[src/rtl/cfg_master.sv]
// ---------------------------------------------------------------------------
// cfg_master
//   Initiator for the broadcast config write bus. Upstream write requests are
//   buffered in a small in-order FIFO and replayed as single-cycle
//   cfg_en/cfg_addr/cfg_data strobes. GAP_CYCLES forced idle cycles follow
//   every strobe.
//
// Ports
//   clk, rst             clock (rising edge) / async active-high reset
//   req_valid/req_ready  upstream handshake; push on valid && ready
//   req_addr, req_data   request payload
//   flush                synchronous discard of buffered requests
//   cfg_en               write strobe, one cycle per write (registered)
//   cfg_addr, cfg_data   strobe payload, held between strobes (registered)
//   busy                 buffered or in-flight work exists
//   fifo_level           buffered entry count
//   wr_count             total strobes issued, wraps
// ---------------------------------------------------------------------------
// state | meaning
// IDLE  | no strobe high, no gap pending; launch when FIFO non-empty
// ISSUE | cfg_en high this cycle
// GAP   | enforced low cycles; gap_cnt counts down to 0
// ---------------------------------------------------------------------------
module cfg_master #(
    parameter int ADDR_WIDTH = 32,
    parameter int DATA_WIDTH = 32,
    parameter int FIFO_DEPTH = 4,
    parameter int GAP_CYCLES = 0
) (
    input  logic                          clk,
    input  logic                          rst,
    input  logic                          req_valid,
    output logic                          req_ready,
    input  logic [ADDR_WIDTH-1:0]         req_addr,
    input  logic [DATA_WIDTH-1:0]         req_data,
    input  logic                          flush,
    output logic                          cfg_en,
    output logic [ADDR_WIDTH-1:0]         cfg_addr,
    output logic [DATA_WIDTH-1:0]         cfg_data,
    output logic                          busy,
    output logic [$clog2(FIFO_DEPTH):0]   fifo_level,
    output logic [15:0]                   wr_count
);

    localparam int PTR_W = $clog2(FIFO_DEPTH);
    localparam int LVL_W = PTR_W + 1;
    localparam logic [LVL_W-1:0] DEPTH_L = LVL_W'(FIFO_DEPTH);
    localparam bit HAS_GAP = (GAP_CYCLES > 0);
    localparam logic [7:0] GAP_LOAD = HAS_GAP ? 8'(GAP_CYCLES - 1) : 8'd0;

    typedef enum logic [1:0] {
        IDLE  = 2'd0,
        ISSUE = 2'd1,
        GAP   = 2'd2
    } state_t;

    state_t            state, state_nxt;
    logic [7:0]        gap_cnt, gap_cnt_nxt;
    logic              launch;

    logic [ADDR_WIDTH-1:0] mem_addr [FIFO_DEPTH];
    logic [DATA_WIDTH-1:0] mem_data [FIFO_DEPTH];
    logic [PTR_W-1:0]      rd_ptr, wr_ptr;
    logic                  push, pop, fifo_empty;

    // Full blocks acceptance even if a pop happens on the same edge.
    assign req_ready  = (fifo_level < DEPTH_L) && !flush;
    assign push       = req_valid && req_ready;
    assign pop        = launch;
    assign fifo_empty = (fifo_level == '0);
    assign busy       = !fifo_empty || cfg_en || (state != IDLE);

    // -----------------------------------------------------------------------
    // FIFO storage (no reset needed: contents are qualified by fifo_level)
    // -----------------------------------------------------------------------
    always_ff @(posedge clk) begin
        if (push) begin
            mem_addr[wr_ptr] <= req_addr;
            mem_data[wr_ptr] <= req_data;
        end
    end

    always_ff @(posedge clk or posedge rst) begin
        if (rst) begin
            rd_ptr     <= '0;
            wr_ptr     <= '0;
            fifo_level <= '0;
        end else if (flush) begin
            rd_ptr     <= '0;
            wr_ptr     <= '0;
            fifo_level <= '0;
        end else begin
            if (push) wr_ptr <= wr_ptr + PTR_W'(1);
            if (pop)  rd_ptr <= rd_ptr + PTR_W'(1);
            case ({push, pop})
                2'b10:   fifo_level <= fifo_level + LVL_W'(1);
                2'b01:   fifo_level <= fifo_level - LVL_W'(1);
                default: fifo_level <= fifo_level;
            endcase
        end
    end

    // -----------------------------------------------------------------------
    // Sequencer
    // -----------------------------------------------------------------------
    always_ff @(posedge clk or posedge rst) begin
        if (rst) begin
            state   <= IDLE;
            gap_cnt <= 8'd0;
        end else begin
            state   <= state_nxt;
            gap_cnt <= gap_cnt_nxt;
        end
    end

    always_comb begin
        state_nxt   = state;
        gap_cnt_nxt = gap_cnt;
        launch      = 1'b0;
        if (flush) begin
            state_nxt   = IDLE;
            gap_cnt_nxt = 8'd0;
        end else begin
            case (state)
                IDLE: begin
                    if (!fifo_empty) begin
                        launch    = 1'b1;
                        state_nxt = ISSUE;
                    end
                end
                ISSUE: begin
                    if (HAS_GAP) begin
                        state_nxt   = GAP;
                        gap_cnt_nxt = GAP_LOAD;
                    end else if (!fifo_empty) begin
                        launch    = 1'b1;
                    end else begin
                        state_nxt = IDLE;
                    end
                end
                GAP: begin
                    // Last gap cycle launches directly so the low time is
                    // exactly GAP_CYCLES with a non-empty FIFO.
                    if (gap_cnt == 8'd0) begin
                        if (!fifo_empty) begin
                            launch    = 1'b1;
                            state_nxt = ISSUE;
                        end else begin
                            state_nxt = IDLE;
                        end
                    end else begin
                        gap_cnt_nxt = gap_cnt - 8'd1;
                    end
                end
                default: begin
                    state_nxt   = IDLE;
                    gap_cnt_nxt = 8'd0;
                end
            endcase
        end
    end

    // -----------------------------------------------------------------------
    // Registered bus outputs; payload only moves when a strobe launches
    // -----------------------------------------------------------------------
    always_ff @(posedge clk or posedge rst) begin
        if (rst) begin
            cfg_en   <= 1'b0;
            cfg_addr <= '0;
            cfg_data <= '0;
            wr_count <= 16'd0;
        end else begin
            cfg_en <= launch;
            if (launch) begin
                cfg_addr <= mem_addr[rd_ptr];
                cfg_data <= mem_data[rd_ptr];
                wr_count <= wr_count + 16'd1;
            end
        end
    end

endmodule

[config.mk]
export PLATFORM = sky130hd
export DESIGN_NAME = cfg_master
export DESIGN_NICKNAME = d
export VERILOG_FILES = /design/src/rtl/cfg_master.sv
export SDC_FILE = /design/constraint.sdc
export NUM_CORES = 1
export LEC_CHECK = 0
export CAP_MARGIN = 10
export CORE_AREA = 8 8 162 164
export DETAILED_ROUTE_END_ITERATION = 8
export DIE_AREA = 0 0 170 172
export GPL_TIMING_DRIVEN = 0
export PLACE_DENSITY_LB_ADDON = 0.08
export SLEW_MARGIN = 5
export SYNTH_ARGS = -nofsm -noshare
export SYNTH_HDL_FRONTEND = slang
export SYNTH_SLANG_ARGS = --single-unit
[constraint.sdc]
create_clock -name clk -period 3.7 [get_ports clk]
set_input_delay 0.37 -clock clk [delete_from_list [all_inputs] [get_ports clk]]
set_output_delay 0.37 -clock clk [all_outputs]
set_load 0.005 [all_outputs]
== Word level (Yosys, flattened, before mapping) ==
Memories as Yosys holds them, arrays and structs flattened. A register that Yosys moved wholly into a read port is not among the register bits.
Index checks and enable logic that the tools add are counted.
Word-level totals
  register bits after elaboration: 34
  memory bits (writable): 256
  input bits: 68
  output and inout port bits: 86
  memories: 2
Cells by class
  add/subtract/negate cells: 6
  $lt $le $gt $ge: 1
  equal/unequal tests: 9
  mux-type cells: 21
  reduce and logical (&&, ||, !) cells: 16
Memory list
  mem_addr: words 4, width 32, rd ports 1, clocked after Yosys merged registers in 1, wr ports 1, RTL line 61  | logic [ADDR_WIDTH-1:0] mem_addr [FIFO_DEPTH];
  mem_data: words 4, width 32, rd ports 1, clocked after Yosys merged registers in 1, wr ports 1, RTL line 62  | logic [DATA_WIDTH-1:0] mem_data [FIFO_DEPTH];
Operators by type and width (count)
  $add 16x1->16 const B: 1
  $mux 2: 8
  $mux 8: 2
  $pmux 8 s2: 1
  $ne 3x3->1 const B: 4
  $logic_not 8->1: 1
  $sub 8x1->8 const B: 1
  $mux 1: 6
  $pmux 2 s3: 1
  $pmux 3 s2: 1
  $reduce_bool 2->1: 3
  $add 2x1->2 const B: 2
  $eq 2x1->1 const B: 2
  $eq 2x2->1 const B: 2
  $add 3x1->3 const B: 1
  $logic_not 3->1: 1
  $lt 3x3->1 const B: 1
  $mux 3: 1
  $reduce_and 3->1: 1
  $reduce_bool 3->1: 1
  $sub 3x1->3 const B: 1
  $logic_and 1x1->1: 2
  $logic_not 1->1: 2
  $logic_not 2->1: 1
  other kinds (5): 6

== Depth between registers and ports, before layout ==
Gate-level depths: netlist of the first run.
  word-level depth: 8
  mapped depth: 9

== Worst setup path after synthesis of the first run ==
No wires, ideal clock.
  kind: register to register
  from: register fifo_level[2]
  to: memory mem_addr[0][0] (enable)
  setup time: 0.429 ns
  arrival: 2.372 ns
  data required time: 3.271 ns
  slack: 0.899 ns
  cell stages (with the launch flop): 4
  path buffers: 1
  cell sequence: dfrtp_1 buf_2 nor2_1 and3_1
On the way
  word-level cells in the longest chain between the ends: 5
Ends and longest elaborated chain
  from (decl): RTL line 41  | output logic [$clog2(FIFO_DEPTH):0] fifo_level,
  from (signal assigned): RTL line 96  | 2'b10: fifo_level <= fifo_level + LVL_W'(1);
  from (signal assigned): RTL line 97  | 2'b01: fifo_level <= fifo_level - LVL_W'(1);
  from (signal assigned): RTL line 98  | default: fifo_level <= fifo_level;
  $lt 3x3->1: RTL line 67  | assign req_ready = (fifo_level < DEPTH_L) && !flush;
  $logic_and 1x1->1: RTL line 67
  net req_ready: RTL line 33  | output logic req_ready,
  $logic_and 1x1->1: RTL line 68  | assign push = req_valid && req_ready;
  $mux 1: RTL line 77  | if (push) begin
  $mux 1 (not written as such): RTL line 78  | mem_addr[wr_ptr] <= req_addr;
  to (decl): RTL line 61
The timed path passes the listed nets, and every way through them passes these cells.

== Worst setup path in the final report of the first run ==
  from: register fifo_level[0]
  to: output busy
On the way
  word-level cells in the longest chain between the ends: 4
Ends and longest elaborated chain
  $logic_not 3->1: RTL line 70  | assign fifo_empty = (fifo_level == '0);
  $logic_not 1->1
  $logic_or 1x1->1 (2 in a row): RTL line 71  | assign busy = !fifo_empty || cfg_en || (state != IDLE);
  to (decl): RTL line 40  | output logic busy,
Every way passes these cells.

==> results.json, run 1 <==
{
  "die_area_um2": 29200,
  "p_int_mw": 8.67,
  "area_growth_pct": 25.3,
  "critPathMaxStageDelay_ns": 0.52,
  "area.sequential_um2": 9910,
  "netlist_area_um2": 12800,
  "design_area_um2": 16100,
  "cts_resized": 0,
  "ant_nets": 0,
  "ctsHoldBuffers": 0,
  "clock_path_buffers": 3,
  "p_sw_mw": 2.93,
  "holdCritPathClass": "in -> async",
  "yosysTopAreaCell": "edfxtp_1",
  "finalCriticalPeriod_ns": 2.46,
  "comb_power_share": 0.262,
  "cts.clk_slew.worst_paths_ns": 0.06,
  "cp_top_family": "simple AND/OR/NAND/NOR gates",
  "swShare": 0.253,
  "multiInputGateArea_um2": 2780,
  "grt_max_degree": 60,
  "drt_iter0_drc": 305,
  "dp_slack_ns": 1.09,
  "vdd_drop_max_v": 0.000449,
  "grt_pass1_wl_um": 39800,
  "seqPwrFrac": 0.440,
  "p_per_area_nw_per_um2": 722,
  "fin_cells": 1130,
  "post_drt_wl_per_cell_um": 22.5,
  "period_share": 0.666,
  "gr-total-overflow": 0,
  "crit_arrival_ns": 2.09,
  "yosysWarnings": 0,
  "cts_tree": "yes",
  "criticalPathCategory": "reg -> out",
  "postCtsSetupRepairBufs": 0,
  "syn_avg_cell_area_um2": 22.1,
  "cp_max_fo": 9,
  "clockPowerShare": 0.298,
  "final_nets": 851,
  "synthDistinctLibCells": 37,
  "ys_seq_area_frac": 0.773,
  "cts-htree-levels": 2,
  "rsz0062_at_grt": "false",
  "finalHoldViolations": 0,
  "rows": 57,
  "drive_gt1_frac": 0.227,
  "coreArea_um2": 23800,
  "max_cap_violations": 0,
  "die_h_um": 172,
  "firstDrtPassIters": 4,
  "place_area_um2": 14900,
  "slowest_stage": "dfrtp_1",
  "fmax_mhz": 406,
  "insertion_delay_ns": 0.51,
  "required_ns": 3.33,
  "finalWorstSetupSlack_ns": 1.24,
  "leakagePower_nw": 5.58,
  "cp_num_buf_inv": 1,
  "grt_usage": 0.180,
  "yosys-top-cells-area": "edfxtp_1 60%, dfrtp_1 17%, mux4_2 11%, mux2_2 2.7%, mux2_1 2.4%",
  "power_mw": 11.6,
  "outcome": "finished, final reports clean",
  "skew_ns": 0.0138,
  "syn_nets": 655,
  "slew_headroom": 0.518,
  "antenna_found_initial": 0,
  "numCtsBuffers": 36,
  "io_buffers": 153,
  "vias_per_cell": 5.48,
  "fin_hold_ws_ns": 0.249,
  "route.detailed.drc": 0,
  "pin_count": 154,
  "synth-seq-cells": 345,
  "tightest_slew_ns": 0.722,
  "post-place-cells": 1063,
  "wl_um": 25500,
  "numClockSinks": 345,
  "initial_core_util": 0.538,
  "slew_violations": 0,
  "syn-instance-count": 581,
  "setup_viol": 0,
  "grt_pass1_vias": 7047,
  "vias": 6187,
  "start_kind": "register",
  "cts_root_buf": "clkbuf_16",
  "synth_top_area_frac": 0.599,
  "gp_congestion": 0.707,
  "dieWidth_um": 170,
  "path_cells": "nor3_4, nand2_1, clkdlybuf4s50_1",
  "cp-end-kind": "output pin",
  "dp_hpwl_um": 16000,
  "fill_cells": 1566,
  "regToRegSetupSlack_ns": 1.41
}
through the flow:
step                 util  TNS (ns)
finish              0.675         0
global placement    0.620   -313.09
detailed placement  0.626         0
CTS                 0.675         0
floorplan               -         0
global route        0.675         0
worst reg2reg max path, cell delays in order, from the launching register on:
cell     delay [ns]
dfrtp_1        0.38
buf_2          0.19
nor2_1         0.35
and2_1         0.24
nor3_1         0.07
fa_1           0.54
inv_1          0.06
o22ai_1        0.16
nand2_1        0.07
a21oi_1        0.14
worst paths after layout:
| check | depth (start not counted) | end | startpoint |
|---|---|---|---|
| hold reg to reg | 1 | wr_count[15]$_DFFE_PP0N_ | wr_count[15]$_DFFE_PP0N_ |
| setup / recovery | 3 | busy | fifo_level[0]$_DFFE_PP0P_ |
| setup reg to reg | 9 | fifo_level[1]$_DFFE_PP0P_ | fifo_level[2]$_DFFE_PP0P_ |
| min in group clk | 1 | wr_count[15]$_DFFE_PP0N_ | wr_count[15]$_DFFE_PP0N_ |
| max in group asynchronous | 3 | cfg_data[0]$_DFFE_PP0N_ | rst |
| hold / removal | 2 | cfg_addr[8]$_DFFE_PP0N_ | rst |
cells by family (layout without fill, tap and decap cells):
logic type / Yosys count / after routing / synth area share
compound gates: 9 / 9 / 0.00439
xor+xnor: 17 / 17 / 0.0116
fa+ha+maj: 6 / 6 / 0.00644
simple gates: 46 / 46 / 0.0214
other cells: 0 / 1 / 0
buf+inv: 29 / 253 / 0.0115
flops: 345 / 345 / 0.773
mux: 129 / 129 / 0.172
sequential cells by signal, summed over array words and instances (netlist names):
| signal | flops |
|---|---|
| cfg_addr | 32 |
| cfg_data | 32 |
| cfg_en | 1 |
| fifo_level | 3 |
| mem_addr | 128 |
| mem_data | 128 |
| rd_ptr | 2 |
| state | 1 |
| wr_count | 16 |
| wr_ptr | 2 |
area by class of cell:
class / count / area share
diodes: 1 / 0.000156
plain buffers: 24 / 0.00802
clock buffers: 50 / 0.0631
clock inverters: 16 / 0.00825
inverters: 5 / 0.00132
multi-input cells: 207 / 0.173
flip-flops and latches: 345 / 0.617
well taps: 324 / 0.0252
repair buffers: 158 / 0.104
cell usage in the layout (no fill, tap or decap), types with 3 or more instances in the layout:
cell | Yosys | layout
buf_16 | 0 | 5
clkbuf_16 | 0 | 37
and4_1 | 4 | 4
clkbuf_1 | 3 | 12
clkinv_1 | 0 | 6
mux2_4 | 7 | 7
clkdlybuf4s50_1 | 0 | 153
xor2_1 | 7 | 7
clkbuf_8 | 0 | 4
inv_1 | 5 | 4
edfxtp_1 | 256 | 256
xnor2_1 | 10 | 10
nor2b_1 | 4 | 4
clkinv_2 | 0 | 5
nand2_1 | 7 | 7
nor2_1 | 8 | 8
nor3_1 | 4 | 4
mux4_2 | 64 | 64
ha_1 | 5 | 5
a21oi_1 | 3 | 3
buf_2 | 10 | 10
buf_1 | 5 | 5
mux2_1 | 27 | 27
buf_4 | 5 | 5
and3_4 | 0 | 4
dfrtp_1 | 89 | 89
nand3_1 | 4 | 4
mux2_2 | 31 | 31
Yosys cell counts (all sizes together):
master	n
dfrtp	89
a21oi	3
clkbuf	3
and3	5
a21o	1
xnor2	10
nor2b	4
and4	4
edfxtp	256
mux4	64
buf	21
inv	5
nor2	9
o21ai	1
and2	1
nor4	2
nor4b	1
xor2	7
nand2	7
o21bai	1
nand3b	1
nor3	6
fa	1
o31ai	2
nand3	4
ha	5
nand4	2
mux2	65
o22ai	1
routing by layer:
metal  global-route usage  share of wire  vias to the layer above
met2                0.313           0.52                      163
met1                0.222           0.40                     3260
met4               0.0488          0.012                        0
li1                     -              -                     2735
met3               0.0450          0.064                       29
met5                    0              0                        -
power by group through the flow:
stage	sequential [mW]	combinational [mW]	clock, mW
floorplan	5.12	1.65	0
global placement	5.17	3.00	0
detailed placement	5.18	3.10	0
CTS	5.11	3.12	3.53
global route	5.17	3.28	3.68
finish	5.11	3.04	3.45
No activity file was read; power rests on OpenSTA's default activity.
==> run 2, diff against run 1 <==
Clock period 3.7 ns to 2.35 ns, I/O delays scaled along.
==> results.json, run 2 (same netlist as run 1, synthesis figures left out) <==
{
  "setup_viol": 0,
  "r2r_cells": 9,
  "cts_root_buf": "clkbuf_16",
  "firstDrtPassIters": 5,
  "most-common-layout-cells": "256 x edfxtp_1, 153 x clkdlybuf4s50_1, 89 x dfrtp_1",
  "vias": 6155,
  "outcome": "finished, final reports clean",
  "fin_util": 0.673,
  "holdCritPathClass": "in -> async",
  "grt_usage": 0.178,
  "die_h_um": 172,
  "reg_top3": "mem_addr (128), mem_data (128)",
  "finalCriticalPeriod_ns": 2.20,
  "cts_resized": 0,
  "tightest_slew_ns": 0.720,
  "grt_pass1_vias": 6748,
  "r2r_start": "fifo_level[2]$_DFFE_PP0P_",
  "pin_count": 154,
  "post_drt_wl_per_cell_um": 22.4,
  "leakagePower_nw": 5.57,
  "coreArea_um2": 23800,
  "ant_nets": 0,
  "clock_path_buffers": 3,
  "final_common_cell": "edfxtp_1",
  "skew_ns": 0.0112,
  "criticalPathCategory": "reg -> reg",
  "rows": 57,
  "gp_congestion": 0.730,
  "cts_tree": "yes",
  "numClockSinks": 345,
  "dieWidth_um": 170,
  "post-place-cells": 1065,
  "crit_arrival_ns": 2.61,
  "gr-total-overflow": 0,
  "rsz0062_at_grt": "false",
  "regToRegSetupSlack_ns": 0.15,
  "grt_max_degree": 41,
  "cts-htree-levels": 2,
  "slew_headroom": 0.520,
  "drt_iter0_drc": 384,
  "drive_gt1_frac": 0.230,
  "p_per_area_nw_per_um2": 1120,
  "initial_core_util": 0.538,
  "worst_r2r_endpoint": "fifo_level[1]$_DFFE_PP0P_",
  "insertion_delay_ns": 0.50,
  "vias_per_cell": 5.46,
  "cp-end-kind": "register",
  "max_cap_violations": 0,
  "power_mw": 18.0,
  "route.detailed.drc": 0,
  "finalHoldViolations": 0,
  "fin_setup_tns_ns": 0,
  "grt_pass1_wl_um": 39100,
  "antenna_found_initial": 1,
  "final_nets": 852,
  "slew_violations": 0,
  "cp_max_fo": 10,
  "required_ns": 2.77,
  "fmax_mhz": 455,
  "vdd_drop_max_v": 0.000713,
  "period_share": 0.935,
  "numCtsBuffers": 34,
  "cts.clk_slew.worst_paths_ns": 0.06,
  "fill_cells": 1622,
  "fin_cells": 1128,
  "start_kind": "register",
  "area_growth_pct": 25.0,
  "die_area_um2": 29200,
  "dp_hpwl_um": 16100,
  "wl_um": 25300,
  "io_buffers": 153
}
-- run 2: changes by cell type in the layout (fill, tap and decap cells not counted), sizes merged --
cell    change
buf         +3
clkinv      +1
inv         -2
clkbuf      -4
-- run 2: per-layer routing --
metal / share of wire / vias to the layer above / GRT usage
li1: - / 2731 / -
met1: 0.39 / 3234 / 0.213
met2: 0.52 / 157 / 0.313
met3: 0.069 / 33 / 0.0495
met4: 0.017 / 0 / 0.0507
met5: 0 / - / 0
-- run 2: per-stage QoR --
step	setup slack (ns)	cell area, um^2	hold WS [ns]
final	0.152	16000	0.155
after floorplan	0.254	12800	0.334
after CTS	0.0613	16000	0.142
after global placement	-0.702	14800	0.467
after global routing	0.00118	16000	0.159
after detailed placement	-0.0758	15000	0.472
-- run 2: layout make-up --
type                    count  area [um^2]  share of cell area
flip-flops and latches    345         9910               0.619
multi-input cells         207         2780               0.174
repair buffers            161         1710               0.107
clock buffers              46          937              0.0585
well taps                 324          405              0.0253
plain buffers              24          129             0.00804
clock inverters            15          126             0.00788
inverters                   5         22.5             0.00141
diodes                      1         2.50            0.000156
-- run 2: how the worst max path moves through the flow --
| stage | startpoint | end | slack (ns) | depth (start not counted) |
|---|---|---|---|---|
| after global placement | req_valid | mem_addr[0][2]$_DFFE_PP_ | -0.70 | 3 |
| after floorplan | fifo_level[2]$_DFFE_PP0P_ | mem_addr[0][0]$_DFFE_PP_ | 0.25 | 3 |
| after global routing | fifo_level[2]$_DFFE_PP0P_ | fifo_level[1]$_DFFE_PP0P_ | 0.001 | 9 |
| after detailed placement | flush | fifo_level[1]$_DFFE_PP0P_ | -0.08 | 9 |
| final | fifo_level[2]$_DFFE_PP0P_ | fifo_level[1]$_DFFE_PP0P_ | 0.15 | 9 |
| after CTS | fifo_level[0]$_DFFE_PP0P_ | busy | 0.06 | 3 |
-- run 2: critical path, stage by stage (launching register included) --
cell and delay [ns]:
dfrtp_1 0.37, buf_2 0.19, nor2_1 0.33, and2_1 0.23, nor3_1 0.07, fa_1 0.53
inv_1 0.05, o22ai_1 0.15, nand2_1 0.07, a21oi_1 0.13
-- run 2: power breakdown --
part | switching [mW] | internal [mW]
sequential | 0.537 | 7.50
combinational | 1.86 | 2.92
clock | 2.12 | 3.03
-- run 2: what timing repair did --
action,CTS,global route
buffers inserted,0,1
endpoints found under the hold margin,0,0
endpoints found under the setup margin,0,1
hold buffers,0,0
